$ cat src/rtl/cam_pkg.sv
`default_nettype none
// ============================================================================
// Module      : cam_pkg
// Description : Shared types and constants for the CAM allocation controller
//               and its attached CAM: command encoding, controller state
//               encoding and the key width.
// Revision    : 1.0 - initial release
// ============================================================================
package cam_pkg;

    // Width of keys stored in and looked up from the CAM
    localparam int CAM_KEY_W = 32;

    // CAM command: READ performs a match, WRITE stores a key at an index
    typedef enum logic {
        READ  = 1'b0,
        WRITE = 1'b1
    } command_t;

    // Controller sequencing states
    typedef enum logic [2:0] {
        ST_IDLE   = 3'd0,
        ST_LOOKUP = 3'd1,
        ST_CHECK  = 3'd2,
        ST_INSERT = 3'd3,
        ST_RESP   = 3'd4
    } ctrl_state_t;

endpackage : cam_pkg
`default_nettype wire

$ cat src/rtl/cam_free_slot_finder.sv
`default_nettype none
// ============================================================================
// Module      : cam_free_slot_finder
// Description : Combinational priority encoder. Given the map of occupied
//               CAM slots, reports whether any slot is free and the lowest
//               free index.
// Revision    : 1.0 - initial release
// ============================================================================
module cam_free_slot_finder #(
    parameter  int SIZE = 8,
    localparam int IDXW = $clog2(SIZE)
) (
    input  logic [SIZE-1:0] i_valid_map,
    output logic            o_found,
    output logic [IDXW-1:0] o_idx
);

    // Scan from the top down so the lowest free index is the last one written
    always_comb begin
        o_found = 1'b0;
        o_idx   = '0;
        for (int i = SIZE - 1; i >= 0; i--) begin
            if (!i_valid_map[i]) begin
                o_found = 1'b1;
                o_idx   = IDXW'(i);
            end
        end
    end

endmodule : cam_free_slot_finder
`default_nettype wire

$ cat src/rtl/cam_alloc_ctrl.sv
`default_nettype none
// ============================================================================
// Module      : cam_alloc_ctrl
// Description : Lookup-or-insert sequencer in front of a SIZE-entry CAM.
//               Accepts one key at a time, issues a CAM READ, and on a miss
//               with insert requested allocates a slot (lowest free, else a
//               round-robin victim) and issues a CAM WRITE. Returns index,
//               hit and evict flags on a valid/ready response channel.
//               Optional macro CAM_CTRL_STATS_EN adds saturating hit, miss
//               and evict counters (stat_hits, stat_misses, stat_evicts).
// Revision    : 1.0 - initial release
// ============================================================================
module cam_alloc_ctrl
    import cam_pkg::*;
#(
    parameter  int SIZE = 8,
    localparam int IDXW = $clog2(SIZE)
) (
    input  logic                 clock,
    input  logic                 reset_n,
    input  logic                 req_valid,
    output logic                 req_ready,
    input  logic [CAM_KEY_W-1:0] req_key,
    input  logic                 req_insert,
    output logic                 resp_valid,
    input  logic                 resp_ready,
    output logic [IDXW-1:0]      resp_idx,
    output logic                 resp_hit,
    output logic                 resp_evict,
    output logic [IDXW:0]        occupancy,
    output logic                 cam_enable,
    output command_t             cam_command,
    output logic [CAM_KEY_W-1:0] cam_data,
    output logic [IDXW-1:0]      cam_write_idx,
    input  logic [IDXW-1:0]      cam_read_idx,
    input  logic                 cam_hit
`ifdef CAM_CTRL_STATS_EN
    ,
    output logic [31:0]          stat_hits,
    output logic [31:0]          stat_misses,
    output logic [31:0]          stat_evicts
`endif
);

    localparam logic [IDXW:0] c_occ_max = (IDXW + 1)'(SIZE);

    ctrl_state_t            r_state_q,      w_state_d;
    logic [CAM_KEY_W-1:0]   r_key_q,        w_key_d;
    logic                   r_insert_q,     w_insert_d;
    logic                   r_req_ready_q,  w_req_ready_d;
    logic                   r_resp_valid_q, w_resp_valid_d;
    logic [IDXW-1:0]        r_resp_idx_q,   w_resp_idx_d;
    logic                   r_resp_hit_q,   w_resp_hit_d;
    logic                   r_resp_evict_q, w_resp_evict_d;
    logic [IDXW:0]          r_occ_q,        w_occ_d;
    logic [SIZE-1:0]        r_valid_map_q,  w_valid_map_d;
    logic [IDXW-1:0]        r_victim_q,     w_victim_d;
    logic                   r_cam_en_q,     w_cam_en_d;
    command_t               r_cam_cmd_q,    w_cam_cmd_d;
    logic [IDXW-1:0]        r_cam_widx_q,   w_cam_widx_d;
    logic                   r_ins_evict_q,  w_ins_evict_d;

    logic                   w_free_found;
    logic [IDXW-1:0]        w_free_idx;

    cam_free_slot_finder #(
        .SIZE        (SIZE)
    ) u_free_slot_finder (
        .i_valid_map (r_valid_map_q),
        .o_found     (w_free_found),
        .o_idx       (w_free_idx)
    );

    // Next-state and next-output logic; CAM strobes are one-cycle pulses
    // registered on entry to LOOKUP and INSERT.
    always_comb begin
        w_state_d      = r_state_q;
        w_key_d        = r_key_q;
        w_insert_d     = r_insert_q;
        w_req_ready_d  = r_req_ready_q;
        w_resp_valid_d = r_resp_valid_q;
        w_resp_idx_d   = r_resp_idx_q;
        w_resp_hit_d   = r_resp_hit_q;
        w_resp_evict_d = r_resp_evict_q;
        w_occ_d        = r_occ_q;
        w_valid_map_d  = r_valid_map_q;
        w_victim_d     = r_victim_q;
        w_cam_en_d     = 1'b0;
        w_cam_cmd_d    = READ;
        w_cam_widx_d   = r_cam_widx_q;
        w_ins_evict_d  = r_ins_evict_q;

        case (r_state_q)
            ST_IDLE: begin
                if (req_valid && r_req_ready_q) begin
                    w_key_d       = req_key;
                    w_insert_d    = req_insert;
                    w_req_ready_d = 1'b0;
                    w_cam_en_d    = 1'b1;
                    w_cam_cmd_d   = READ;
                    w_state_d     = ST_LOOKUP;
                end
            end
            ST_LOOKUP: begin
                w_state_d = ST_CHECK;
            end
            ST_CHECK: begin
                if (cam_hit) begin
                    w_resp_valid_d = 1'b1;
                    w_resp_hit_d   = 1'b1;
                    w_resp_idx_d   = cam_read_idx;
                    w_resp_evict_d = 1'b0;
                    w_state_d      = ST_RESP;
                end else if (!r_insert_q) begin
                    w_resp_valid_d = 1'b1;
                    w_resp_hit_d   = 1'b0;
                    w_resp_idx_d   = '0;
                    w_resp_evict_d = 1'b0;
                    w_state_d      = ST_RESP;
                end else begin
                    // Slot choice is frozen here so the WRITE and the map
                    // update both use the same index.
                    w_cam_en_d    = 1'b1;
                    w_cam_cmd_d   = WRITE;
                    w_cam_widx_d  = w_free_found ? w_free_idx : r_victim_q;
                    w_ins_evict_d = !w_free_found;
                    w_state_d     = ST_INSERT;
                end
            end
            ST_INSERT: begin
                w_valid_map_d[r_cam_widx_q] = 1'b1;
                if (r_ins_evict_q) begin
                    w_victim_d = r_victim_q + IDXW'(1);
                end else if (r_occ_q != c_occ_max) begin
                    w_occ_d = r_occ_q + (IDXW + 1)'(1);
                end
                w_resp_valid_d = 1'b1;
                w_resp_hit_d   = 1'b0;
                w_resp_idx_d   = r_cam_widx_q;
                w_resp_evict_d = r_ins_evict_q;
                w_state_d      = ST_RESP;
            end
            ST_RESP: begin
                if (resp_ready) begin
                    w_resp_valid_d = 1'b0;
                    w_req_ready_d  = 1'b1;
                    w_state_d      = ST_IDLE;
                end
            end
            default: begin
                w_resp_valid_d = 1'b0;
                w_req_ready_d  = 1'b1;
                w_state_d      = ST_IDLE;
            end
        endcase
    end

    // Controller state register; reset abandons any in-flight CAM write
    always_ff @(posedge clock or negedge reset_n) begin
        if (!reset_n) begin
            r_state_q      <= ST_IDLE;
            r_key_q        <= '0;
            r_insert_q     <= 1'b0;
            r_req_ready_q  <= 1'b1;
            r_resp_valid_q <= 1'b0;
            r_resp_idx_q   <= '0;
            r_resp_hit_q   <= 1'b0;
            r_resp_evict_q <= 1'b0;
            r_occ_q        <= '0;
            r_valid_map_q  <= '0;
            r_victim_q     <= '0;
            r_cam_en_q     <= 1'b0;
            r_cam_cmd_q    <= READ;
            r_cam_widx_q   <= '0;
            r_ins_evict_q  <= 1'b0;
        end else begin
            r_state_q      <= w_state_d;
            r_key_q        <= w_key_d;
            r_insert_q     <= w_insert_d;
            r_req_ready_q  <= w_req_ready_d;
            r_resp_valid_q <= w_resp_valid_d;
            r_resp_idx_q   <= w_resp_idx_d;
            r_resp_hit_q   <= w_resp_hit_d;
            r_resp_evict_q <= w_resp_evict_d;
            r_occ_q        <= w_occ_d;
            r_valid_map_q  <= w_valid_map_d;
            r_victim_q     <= w_victim_d;
            r_cam_en_q     <= w_cam_en_d;
            r_cam_cmd_q    <= w_cam_cmd_d;
            r_cam_widx_q   <= w_cam_widx_d;
            r_ins_evict_q  <= w_ins_evict_d;
        end
    end

    assign req_ready     = r_req_ready_q;
    assign resp_valid    = r_resp_valid_q;
    assign resp_idx      = r_resp_idx_q;
    assign resp_hit      = r_resp_hit_q;
    assign resp_evict    = r_resp_evict_q;
    assign occupancy     = r_occ_q;
    assign cam_enable    = r_cam_en_q;
    assign cam_command   = r_cam_cmd_q;
    assign cam_data      = r_key_q;
    assign cam_write_idx = r_cam_widx_q;

`ifdef CAM_CTRL_STATS_EN
    logic [31:0] r_stat_hits_q,   w_stat_hits_d;
    logic [31:0] r_stat_misses_q, w_stat_misses_d;
    logic [31:0] r_stat_evicts_q, w_stat_evicts_d;
    logic        w_resp_fire;

    assign w_resp_fire = r_resp_valid_q && resp_ready;

    // Saturating per-kind counters, stepped once per completed response
    always_comb begin
        w_stat_hits_d   = r_stat_hits_q;
        w_stat_misses_d = r_stat_misses_q;
        w_stat_evicts_d = r_stat_evicts_q;
        if (w_resp_fire) begin
            if (r_resp_hit_q && (r_stat_hits_q != '1)) begin
                w_stat_hits_d = r_stat_hits_q + 32'd1;
            end
            if (!r_resp_hit_q && (r_stat_misses_q != '1)) begin
                w_stat_misses_d = r_stat_misses_q + 32'd1;
            end
            if (r_resp_evict_q && (r_stat_evicts_q != '1)) begin
                w_stat_evicts_d = r_stat_evicts_q + 32'd1;
            end
        end
    end

    // Statistics registers
    always_ff @(posedge clock or negedge reset_n) begin
        if (!reset_n) begin
            r_stat_hits_q   <= '0;
            r_stat_misses_q <= '0;
            r_stat_evicts_q <= '0;
        end else begin
            r_stat_hits_q   <= w_stat_hits_d;
            r_stat_misses_q <= w_stat_misses_d;
            r_stat_evicts_q <= w_stat_evicts_d;
        end
    end

    assign stat_hits   = r_stat_hits_q;
    assign stat_misses = r_stat_misses_q;
    assign stat_evicts = r_stat_evicts_q;
`endif

endmodule : cam_alloc_ctrl
`default_nettype wire

$ cat config.mk
export PLATFORM = sky130hd
export DESIGN_NAME = cam_alloc_ctrl
export DESIGN_NICKNAME = d
export VERILOG_FILES = /design/src/rtl/cam_pkg.sv /design/src/rtl/cam_free_slot_finder.sv /design/src/rtl/cam_alloc_ctrl.sv
export SDC_FILE = /design/constraint.sdc
export NUM_CORES = 1
export LEC_CHECK = 0
export ABC_AREA = 1
export CAP_MARGIN = 20
export CORE_MARGIN = 2
export CORE_UTILIZATION = 49
export DETAILED_ROUTE_END_ITERATION = 16
export HOLD_SLACK_MARGIN = 0.05
export PLACE_DENSITY = 0.86
export SLEW_MARGIN = 20
export SYNTH_ARGS = -nofsm -noshare
export SYNTH_HDL_FRONTEND = slang
export SYNTH_SLANG_ARGS = --single-unit
$ cat constraint.sdc
create_clock -name clock -period 2.5 [get_ports clock]
set_clock_uncertainty 0.2 [all_clocks]
set_input_delay 0.25 -clock clock [delete_from_list [all_inputs] [get_ports clock]]
set_output_delay 0.25 -clock clock [all_outputs]
set_load 0.02 [all_outputs]
==> impl_metrics.ini <==
[critical_path]
start_kind = flop
r2r_cells = 3
required_ns = 2.52
path_class = flop to flop
worstPathMaxFanout = 68
cp-end-kind = flop
arrival_ns = 2.12

[placement]
hpwl_mm = 4.32
gp_congestion = 0.860
numPortBuffers = 88
pre_cts_ws_ns = 0.247
place_area_um2 = 3690

[die]
ios = 89
fp.dieH_um = 79.1
start_util_pct = 50.5
rows = 27
core_area_um2 = 5470
die_w_um = 79.1
die_area_um2 = 6250

[drt]
antenna_left = 0
drtIter0Drc = 125
wl_per_cell_um = 12.4
drt-total-wl_mm = 5.83
vias = 2236
drc = 0
vias_per_cell = 4.74
first_pass_iters = 4

[final_layout]
nets = 439
antenna_cells = 0
syn2layout_area_growth_pct = 39.9
multi_input_area_um2 = 903
final_cell_area_um2 = 3860
drive_above_1_share_pct = 7.75
register_area_um2 = 1600
fillers = 426

[power]
powerDensity_nw_per_um2 = 1110
power_mw = 4.28
power.leakage_nw = 1.88
max-vdd-ir-drop_mv = 0.637

[yosys]
synth_cell_types = 30
synth_cells = 300
synthSimpleGateAreaFrac_pct = 17.8
synthMuxAreaShare_pct = 0
synth.ff_latch_count = 64
synth_area_leader_cell = dfrtp_1
synth_top_area_share_pct = 57.1
synthTopCellsByArea = dfrtp_1 (57%), nand2_1 (10%), inv_1 (6.9%)
synth_warnings = 0
synth_nets = 344
avgSynthCellArea_um2 = 9.20
postSynth.topFlopCell = dfrtp_1
seq_area_frac_synth_pct = 58.0
synthXorXnorAreaFrac_pct = 1.59
synth_edf_count = 0
async_flop_share_pct = 100
synth_compound_area_share_pct = 12.0
syn_area_um2 = 2760
synthAdderAreaFrac_pct = 1.36
synth_top_family_by_area = simple AND/OR/NAND/NOR gates

[clocking]
ctsHoldBuffers = 1
clk_path_buf_depth = 2
cts_buffers = 9
cts_tree = yes
insertion_delay_ns = 0.33
cts-root-buf = clkbuf_8
cts_setup_buffers = 0
cts_num_sinks = 64
postCtsResizedCells = 0
cts_max_level = 3
clk_pin_slew_ns = 0.07

[sta]
relSlewSlack_pct = 45.1
setup_viol = 0
finalCritPeriodShare_pct = 84.3
period_minus_slack_ns = 2.11
rsz0062_at_grt = no
hold_violations = 0
worstMarginPinSlew_ns = 0.822
timing.fmax_mhz = 475
report.final.slew_viol_count = 0
tns_ns = 0
hold_ws_ns = 0.262
final.setup.worst_slack_ns = 0.393

[global_route]
grt_overflow = 0
grt_max_degree = 69
grt_pass1_wl_mm = 9.81
grt_antenna_before_repair = 0
grt_pass1_vias = 2249
grt_usage_pct = 20.4

[run]
maxCapViolCount = 0

[status]
status = complete, no violations

[worst_hold_path]
hold_class = input port to flop
min_path_cells = 3
[flip-flops by register name, summed over array words and instances, names as in the netlist]
| name | count |
|---|---|
| cam_data | 32 |
| r_valid_map_q | 8 |
| occupancy | 4 |
| cam_write_idx | 3 |
| r_state_q | 3 |
| r_victim_q | 3 |
| resp_idx | 3 |
| cam_command | 1 |
| cam_enable | 1 |
| r_ins_evict_q | 1 |
| r_insert_q | 1 |
| req_ready | 1 |
| resp_evict | 1 |
| resp_hit | 1 |
| resp_valid | 1 |
[per-stage QoR]
step | cells | utilization [%]
final | 472 | 70.6
after global routing | 472 | 70.6
after CTS | 472 | 70.6
after detailed placement | 455 | 67.4
after global placement | 455 | 67.4
after floorplan | 300 | -
[synth_stat cells (2+ instances only)]
library cell	number
buf_6	3
a21oi_1	7
o21ai_2	5
nor2_1	17
dfrtp_1	63
o31ai_1	3
buf_2	2
o22ai_1	2
xor2_1	3
inv_1	51
nor2_4	3
clkbuf_1	2
nand2_1	76
nand3_1	8
xnor2_1	2
ha_1	3
o21bai_1	2
o21ai_0	27
o21ai_1	10
[final timing paths]
path,from,slack (ns),to
min,req_key[27],0.26,cam_data[27]$_DFFE_PN0P_
max reg2reg,r_state_q[0]$_DFFE_PN0P_,0.39,cam_data[16]$_DFFE_PN0P_
max in group asynchronous,reset_n,1.47,req_ready$_DFFE_PN1P_
min reg2reg,resp_evict$_DFFE_PN0P_,0.28,resp_evict$_DFFE_PN0P_
min in group asynchronous,reset_n,0.31,cam_data[3]$_DFFE_PN0P_
max,r_state_q[0]$_DFFE_PN0P_,0.39,cam_data[16]$_DFFE_PN0P_
[worst max-delay path, stage by stage, from the launching register on]
cell and delay (ns):
dfrtp_1 0.48, nor2_4 0.22, nand4_4 0.64, o21ai_0 0.43
[layout make-up]
type / count / share of cell area [%]
Clock buffer: 15 / 4.05
Clock inverter: 1 / 0.130
Inverter: 53 / 5.28
Multi-Input combinational cell: 176 / 23.4
Sequential cell: 64 / 41.5
Tap cell: 72 / 2.33
Timing Repair Buffer: 91 / 23.3
[layout by cell type (no fill, tap or decap), types with 2 or more instances in the layout]
| master | instances |
|---|---|
| o22ai_1 | 2 |
| clkdlybuf4s50_1 | 87 |
| dfrtp_1 | 63 |
| o21ai_2 | 5 |
| a21oi_1 | 7 |
| o31ai_1 | 3 |
| clkbuf_1 | 5 |
| ha_1 | 3 |
| o21bai_1 | 2 |
| clkbuf_8 | 10 |
| nor2_4 | 3 |
| nand2_1 | 76 |
| o21ai_0 | 27 |
| nand3_1 | 8 |
| xor2_1 | 3 |
| nor2_1 | 17 |
| xnor2_1 | 2 |
| o21ai_1 | 10 |
| buf_4 | 2 |
| inv_1 | 51 |
[routing by layer]
metal	global-route usage [%]	wire length, um	vias to the layer above	share of wire [%]
li1	-	-	1122	-
met1	22.8	2380	1032	41
met2	35.2	2830	72	49
met3	7.50	517	10	8.9
met4	8.28	103	0	1.8
met5	0	0	-	0
[power by group]
group          total, mW  switching (mW)  internal [mW]  leakage (nW)
logic               1.82           0.970          0.855         0.973
registers           1.71           0.284           1.42         0.825
clock network      0.744           0.356          0.388        0.0817
[cells by family after synthesis]
kind of cell               Yosys count
buffers and inverters               60
AOI/OAI and AO/OA                   58
xor gates and xnor gates             5
DFF                                 64
and+or+nand+nor                    110
adders and majority gates            3
No activity file was read; power rests on OpenSTA's default activity.
